===== config.mk =====
export PLATFORM = sky130hd
export DESIGN_NAME = elevator_call_queue
export DESIGN_NICKNAME = d
export VERILOG_FILES = /design/src/rtl/elevator_pkg.sv /design/src/rtl/elevator_btn_edge.sv /design/src/rtl/elevator_call_queue.sv
export SDC_FILE = /design/constraint.sdc
export NUM_CORES = 1
export LEC_CHECK = 0
export CAP_MARGIN = 10
export CELL_PAD_IN_SITES_DETAIL_PLACEMENT = 1
export CELL_PAD_IN_SITES_GLOBAL_PLACEMENT = 2
export CORE_ASPECT_RATIO = 0.7
export CORE_MARGIN = 8
export CORE_UTILIZATION = 29
export DETAILED_ROUTE_END_ITERATION = 8
export PLACE_DENSITY = 0.73
export SLEW_MARGIN = 5
export SYNTH_ARGS = -nofsm -noshare
export SYNTH_HDL_FRONTEND = slang
export SYNTH_SLANG_ARGS = --single-unit

===== constraint.sdc =====
create_clock -name clk -period 5 [get_ports clk]
set_input_delay 1.5 -clock clk [delete_from_list [all_inputs] [get_ports clk]]
set_output_delay 1.5 -clock clk [all_outputs]
set_load 0.02 [all_outputs]

===== src/rtl/elevator_pkg.sv =====
// Shared definitions for the elevator controller slice: floor constants,
// call-queue state encoding and a floor-to-one-hot helper.
package elevator_pkg;

  localparam int unsigned NFLOORS = 5;

  localparam logic [2:0] GND = 3'd0;
  localparam logic [2:0] FL1 = 3'd1;
  localparam logic [2:0] FL2 = 3'd2;
  localparam logic [2:0] FL3 = 3'd3;
  localparam logic [2:0] FL4 = 3'd4;

  typedef enum logic [1:0] {
    StIdle  = 2'd0,
    StServe = 2'd1,
    StDoor  = 2'd2
  } call_state_e;

  // One-hot of a floor number; all-zero for floors outside 0..NFLOORS-1,
  // so an out-of-range floor never matches a call.
  function automatic logic [NFLOORS-1:0] floor_onehot(input logic [2:0] fl);
    floor_onehot = '0;
    for (int unsigned i = 0; i < NFLOORS; i++) begin
      if (fl == 3'(i)) floor_onehot[i] = 1'b1;
    end
  endfunction

endpackage


===== src/rtl/elevator_btn_edge.sv =====
// Call-button rising-edge detector. The rise vector is registered, so a
// press reaches the call queue one cycle after the button is first sampled.
module elevator_btn_edge
  import elevator_pkg::*;
(
  input  logic               clk,
  input  logic               rst_n,
  input  logic [NFLOORS-1:0] btn,
  output logic [NFLOORS-1:0] rise
);

  logic [NFLOORS-1:0] btn_q;
  logic [NFLOORS-1:0] rise_q;

  // Previous button sample and registered rising edges.
  always_ff @(posedge clk or negedge rst_n) begin
    if (!rst_n) begin
      btn_q  <= '0;
      rise_q <= '0;
    end else begin
      btn_q  <= btn;
      rise_q <= btn & ~btn_q;
    end
  end

  assign rise = rise_q;

endmodule


===== src/rtl/elevator_call_queue.sv =====
// Elevator call queue: latches call-button presses, drives request lines,
// opens the door for a fixed dwell on arrival and holds the car there.
module elevator_call_queue
  import elevator_pkg::*;
#(
  parameter int unsigned DWELL = 8,
  parameter int unsigned CW    = 8
) (
  input  logic               clk,
  input  logic               rst_n,
  input  logic [NFLOORS-1:0] btn,
  input  logic [2:0]         floor,
  output logic [NFLOORS-1:0] req,
  output logic [NFLOORS-1:0] pending,
  output logic               door_open,
  output logic               busy
);

  localparam logic [CW-1:0] RELOAD = CW'(DWELL - 1);

  call_state_e        state_q, state_d;
  logic [NFLOORS-1:0] pending_q, pending_d;
  logic [CW-1:0]      cnt_q, cnt_d;
  logic [2:0]         door_fl_q, door_fl_d;

  logic [NFLOORS-1:0] rise;
  logic [NFLOORS-1:0] arr_hot;
  logic [NFLOORS-1:0] door_hot;

  elevator_btn_edge u_btn_edge (
    .clk   (clk),
    .rst_n (rst_n),
    .btn   (btn),
    .rise  (rise)
  );

  assign arr_hot  = floor_onehot(floor);
  assign door_hot = floor_onehot(door_fl_q);

  // State, pending calls, dwell counter and latched door floor.
  always_ff @(posedge clk or negedge rst_n) begin
    if (!rst_n) begin
      state_q   <= StIdle;
      pending_q <= '0;
      cnt_q     <= '0;
      door_fl_q <= GND;
    end else begin
      state_q   <= state_d;
      pending_q <= pending_d;
      cnt_q     <= cnt_d;
      door_fl_q <= door_fl_d;
    end
  end

  // Next-state: call latching, arrival detection and dwell timing.
  always_comb begin
    state_d   = state_q;
    pending_d = pending_q;
    cnt_d     = cnt_q;
    door_fl_d = door_fl_q;
    case (state_q)
      StIdle: begin
        if (|(rise & arr_hot)) begin
          // Call at the current floor opens the door without being latched.
          state_d   = StDoor;
          door_fl_d = floor;
          cnt_d     = RELOAD;
          pending_d = pending_q | (rise & ~arr_hot);
        end else if (|rise) begin
          state_d   = StServe;
          pending_d = pending_q | rise;
        end
      end
      StServe: begin
        pending_d = pending_q | rise;
        if (|(pending_q & arr_hot)) begin
          // Arrival wins over a same-cycle press on that floor.
          pending_d = pending_d & ~arr_hot;
          state_d   = StDoor;
          door_fl_d = floor;
          cnt_d     = RELOAD;
        end
      end
      StDoor: begin
        if (|(rise & door_hot)) begin
          // Re-press at the open floor extends the dwell.
          cnt_d     = RELOAD;
          pending_d = pending_q | (rise & ~door_hot);
        end else begin
          pending_d = pending_q | rise;
          if (cnt_q == '0) begin
            // Include this cycle's presses so none is stranded in idle.
            state_d = (|pending_d) ? StServe : StIdle;
          end else begin
            cnt_d = cnt_q - CW'(1);
          end
        end
      end
      default: state_d = StIdle;
    endcase
  end

  // Outputs decode registers only; the door floor request holds the car.
  always_comb begin
    req       = (state_q == StDoor) ? door_hot : pending_q;
    pending   = pending_q;
    door_open = (state_q == StDoor);
    busy      = (state_q != StIdle);
  end

endmodule


==> results.json, run 1 <==
{
  "grt_overflow_total": 0,
  "hold_viol_final": 0,
  "cts-buffers-inserted": 3,
  "worst-slew-pin-transition_ps": 679,
  "period_needed_ps": 4020,
  "core_um2": 5700,
  "initial_utilization_pct": 30.0,
  "cp_top_family": "buffers and inverters",
  "status": "complete, no violations",
  "pin_count": 22,
  "fmax_mhz": 249,
  "grt_pass1_vias": 1562,
  "routed_wl_um": 4740,
  "async_flop_share_pct": 100,
  "ant_nets": 0,
  "crit_buf_inv": 4,
  "syn_area_um2": 1710,
  "required_ps": 3500,
  "clkTransAtPathRegs_ps": 90,
  "arrival_ps": 2520,
  "cts_root_buf": "clkbuf_8",
  "powerDensity_nw_per_um2": 633,
  "globalplace.congestion": 0.829,
  "drive_above_1_share_pct": 12.6,
  "die_w_um": 108,
  "die_area_um2": 8650,
  "first_pass_iters": 4,
  "hpwl_um": 3730,
  "max_cap_violations": 0,
  "end_kind": "primary output",
  "synthCells": 171,
  "vias": 1474,
  "cts_num_sinks": 28,
  "utilization_pct": 36.2,
  "fin_tns_setup_ps": 0,
  "clockBufferDepth": 2,
  "via_per_inst": 5.54,
  "synth_warnings": 0,
  "drt_iter0_drc": 72,
  "cts_tree": "done",
  "synth-edff-count": 0,
  "worst-setup-path-type": "register to primary output",
  "nets": 208,
  "max_slew_margin_pct": 54.7,
  "ys_types": 47,
  "setup_viol": 0,
  "dpl-instance-area_um2": 1990,
  "max_stage_delay_ps": 640,
  "peakVddDrop_mv": 0.160,
  "synthesis.nets": 187,
  "avgSynthCellArea_um2": 9.99,
  "finalPower_uw": 1310,
  "rows": 23,
  "ys_seq_elements": 28,
  "grt_max_degree": 29,
  "cp_cell_sequence": "inv_1 > ha_1 > buf_4 > clkinv_1 > or3_1 > o21ai_0 > clkdlybuf4s50_1",
  "post_cts_buffers": 0,
  "area_growth_pct": 20.7,
  "antenna_cells": 0,
  "fin_skew_ps": 5.46,
  "route.detailed.drc": 0,
  "hold_path_class": "register to register",
  "io_buffers": 21,
  "clock_latency_ps": 270,
  "period_share_pct": 80.3,
  "ys.flop_type": "dfrtp_1",
  "cts_htree_levels": 1,
  "grt_pass1_wl_um": 8150,
  "nFillCells": 668,
  "crit_slowest_cell": "clkdlybuf4s50_1",
  "dieHeight_um": 80.2,
  "rsz0062_at_grt": "false",
  "ctsHoldBuffers": 0,
  "grt_usage_pct": 11.6,
  "antenna_found_initial": 0,
  "p_leak_uw": 0.000835,
  "fin_area_um2": 2060,
  "worst_setup_path_start_kind": "register",
  "finalMaxSlewViolations": 0,
  "synth-seq-area-share_pct": 41.0,
  "cts_resized": 0,
  "wl_per_cell_um": 17.8,
  "worstPathMaxFanout": 11
}
## state kept, by name, summed over array words and instances (netlist names)
name / cells
cnt_q: 8
state_q: 2
pending: 5
u_btn_edge.btn_q: 5
u_btn_edge.rise: 5
door_fl_q: 3
## routing by layer
layer  vias up  track usage, %  share of wire (%)
met1       743            15.6                 49
met5         -               0                  0
li1        692               -                  -
met3         5            2.72                4.8
met2        34            18.9                 46
met4         0            1.52               0.72
## layout by cell type (no fill, tap or decap), types with 2 or more instances in the layout
master	n
nor2_1	7
nor3_1	5
mux2_2	7
inv_1	9
a31o_2	2
o31ai_1	7
buf_4	2
o22a_1	2
a31oi_1	8
o31a_1	3
a22o_2	4
mux2i_1	3
nand3_1	4
nand2b_1	3
o41ai_1	6
nor4_1	3
a32o_1	2
and2_1	2
nor2b_1	8
nand2_1	18
clkbuf_8	3
dfrtp_1	28
nand3b_1	3
nor3b_1	2
a21oi_1	3
ha_1	6
clkdlybuf4s50_1	21
## cell usage after synthesis, types with 2 or more instances
library cell	number	share of area (%)
o22a_1	2	1.0
nor2_1	7	1.5
a22o_2	4	2.3
o31a_1	3	1.5
mux2i_1	3	1.8
buf_2	2	0.59
a21oi_1	3	0.88
a32o_1	2	1.2
mux2_2	7	4.6
nand2b_1	3	1.1
dfrtp_1	28	41
nor4_1	3	1.1
a31o_2	2	1.0
inv_1	9	2.0
a31oi_1	8	2.9
nand2_1	18	4.0
nand3_1	4	1.2
nor2b_1	8	2.9
nand3b_1	3	1.3
ha_1	6	4.4
o41ai_1	6	3.1
nor3_1	5	1.5
o31ai_1	7	3.1
clkbuf_1	3	0.66
nor3b_1	2	0.88
and2_1	2	0.73
## power by group
part,internal (uW),total (uW),switching (uW)
Clock,107,178,71.1
Combinational,333,743,409
Sequential,283,385,101
Total,724,1310,581
## stage by stage
stage / worst slack (ps) / instances / hold slack, ps
floorplan: 1420 / 171 / 378
global placement: 1120 / 262 / 383
detailed placement: 1020 / 262 / 385
CTS: 947 / 266 / 400
global route: 818 / 266 / 414
finish: 983 / 266 / 396
## cell families after synthesis
group,Yosys count,share of synthesized area [%]
DFF,28,41.0
buffers and inverters,17,4.32
AOI/OAI and AO/OA,50,24.5
and+or+nand+nor,59,18.6
muxes,11,7.25
adders and majority gates,6,4.39
## final timing paths
check / startpoint / to / slack (ps) / cells after the start
worst min-delay path: u_btn_edge.btn_q[1] / u_btn_edge.rise[1] / 400 / 1
worst min register to register: u_btn_edge.btn_q[1] / u_btn_edge.rise[1] / 400 / 1
min in group asynchronous: rst_n / state_q[1] / 1600 / 2
worst max register to register: state_q[0] / cnt_q[1] / 2740 / 7
worst max-delay path: state_q[0] / req[3] / 980 / 7
max in group asynchronous: rst_n / door_fl_q[2] / 3130 / 2
## cell type report
type / count / area [um^2] / area share [%]
Clock buffer: 3 / 41.3 / 2.00
Clock inverter: 1 / 30.0 / 1.46
Inverter: 10 / 37.5 / 1.82
Multi-Input combinational cell: 126 / 935 / 45.3
Sequential cell: 28 / 701 / 34.0
Tap cell: 75 / 93.8 / 4.55
Timing Repair Buffer: 23 / 225 / 10.9
Note: power is estimated with default switching activity, not from simulation.
==> inputs of run 2 (changes only) <==
Clock period 5 ns to 3.7 ns, I/O delays scaled along.
==> run 2 against run 1 <==
Net effect: first-iteration DRC count grew 9.7%; critical path type unchanged; highest routed layer unchanged; sequential power grew 34%; die area is the same; power grew 38%; global-route usage grew 0.35 points; clock power grew 37%; setup slack lost 700 ps; register-to-register slack lost 1300 ps; flip-flop and latch count is the same; critical endpoint unchanged.
==> results.json, run 2 (synthesized netlist as in run 1, its figures left out) <==
{
  "fin_tns_setup_ps": 0,
  "ant_nets": 0,
  "hpwl_um": 3870,
  "grt_overflow_total": 0,
  "die_w_um": 108,
  "routed_wl_um": 5000,
  "largest_register_ffs": 8,
  "worst_setup_path_start_kind": "register",
  "cts_htree_levels": 1,
  "cts-buffers-inserted": 3,
  "period_needed_ps": 3410,
  "crit_buf_inv": 3,
  "required_ps": 2590,
  "clock_latency_ps": 270,
  "max_stage_delay_ps": 640,
  "powerDensity_nw_per_um2": 864,
  "clkTransAtPathRegs_ps": 100,
  "setup_viol": 0,
  "met2_wirelength_um": 2290,
  "rows": 23,
  "final_cell_count_no_fill": 269,
  "period_share_pct": 92.3,
  "drt_iter0_drc": 79,
  "first_pass_iters": 4,
  "top_register": "cnt_q",
  "route.detailed.drc": 0,
  "place_inst": 265,
  "antenna_cells": 0,
  "vias": 1495,
  "post-place-ws_ps": 133,
  "clockBufferDepth": 2,
  "finalMaxSlewViolations": 0,
  "via_per_inst": 5.56,
  "globalplace.congestion": 0.813,
  "antenna_found_initial": 0,
  "fin_area_um2": 2090,
  "layout_setup_ws_ps": 285,
  "status": "complete, no violations",
  "fin_skew_ps": 5.60,
  "hold_path_class": "register to register",
  "arrival_ps": 2300,
  "pin_count": 22,
  "core_um2": 5700,
  "worst-setup-path-type": "register to primary output",
  "wl_met3_um": 299,
  "cts_tree": "done",
  "die_area_um2": 8650,
  "io_buffers": 21,
  "max_cap_violations": 0,
  "wl_per_cell_um": 18.6,
  "initial_utilization_pct": 30.0,
  "drive_above_1_share_pct": 13.9,
  "dr.max_layer_used": "met4",
  "cp_cell_sequence": "inv_1 > ha_1 > clkinv_1 > or3_1 > o21ai_0 > clkdlybuf4s50_1",
  "worst-slew-pin-transition_ps": 657,
  "end_kind": "primary output",
  "worstPathMaxFanout": 5,
  "mostFrequentLayoutCell": "dfrtp_1",
  "cts_root_buf": "clkbuf_8",
  "hold_viol_final": 0,
  "peakVddDrop_mv": 0.201,
  "dieHeight_um": 80.2,
  "ctsHoldBuffers": 0,
  "cp_top_family": "buffers and inverters",
  "cts_resized": 0,
  "drt-met1-wl_um": 2370,
  "dpl-instance-area_um2": 2010,
  "fmax_mhz": 293,
  "rsz0062_at_grt": "false",
  "max_slew_margin_pct": 55.9,
  "nets": 211,
  "cts_num_sinks": 28,
  "crit_slowest_cell": "clkdlybuf4s50_1",
  "grt_pass1_wl_um": 8400,
  "grt_pass1_vias": 1598,
  "area_growth_pct": 22.0,
  "p_leak_uw": 0.000849,
  "grt_usage_pct": 12.0,
  "layout_common_cells": "28 x dfrtp_1, 21 x clkdlybuf4s50_1, 18 x nand2_1, 9 x inv_1",
  "grt_max_degree": 29,
  "post_cts_buffers": 0
}
==> run 2: changes by cell type in the layout (fill, tap and decap cells not counted) <==
cell | before | now
buf_4 | 2 | 5
==> run 2: where the power goes <==
group / switching (uW) / leakage, uW / total, uW / internal [uW]
sequential: 134 / 0.000340 / 517 / 383
combinational: 575 / 0.000473 / 1040 / 467
clock: 98.2 / 0.0000357 / 243 / 145
==> run 2: area by class of cell <==
cell class | count | area [um^2]
clock inverter | 1 | 30.0
clock buffer | 3 | 41.3
tap | 75 | 93.8
sequential | 28 | 701
multi-input combinational | 126 | 935
fill | 659 | 3610
inverter | 10 | 37.5
timing repair buffer | 26 | 248
==> run 2: path summary, 6_finish.rpt <==
kind | startpoint | to | slack [ps] | depth (start not counted)
worst max-delay path | state_q[0] | req[3] | 290 | 6
min in group asynchronous | rst_n | pending[4] | 1210 | 2
worst min register to register | u_btn_edge.btn_q[2] | u_btn_edge.rise[2] | 400 | 1
worst max register to register | state_q[1] | cnt_q[4] | 1470 | 6
max in group asynchronous | rst_n | cnt_q[2] | 2210 | 2
worst min-delay path | u_btn_edge.btn_q[2] | u_btn_edge.rise[2] | 400 | 1
==> run 2: through the flow <==
step	hold WS [ps]	total power, uW	util, %
final	396	1800	36.6
after CTS	400	1820	36.6
after global routing	413	1930	36.6
after global placement	383	1540	35.4
after floorplan	378	1160	-
after detailed placement	385	1560	35.4
==> run 2: per-layer routing <==
layer / vias up / track usage [%]
li1: 698 / -
met3: 6 / 3.36
met5: - / 0
met2: 49 / 20.2
met4: 0 / 2.48
met1: 742 / 14.9
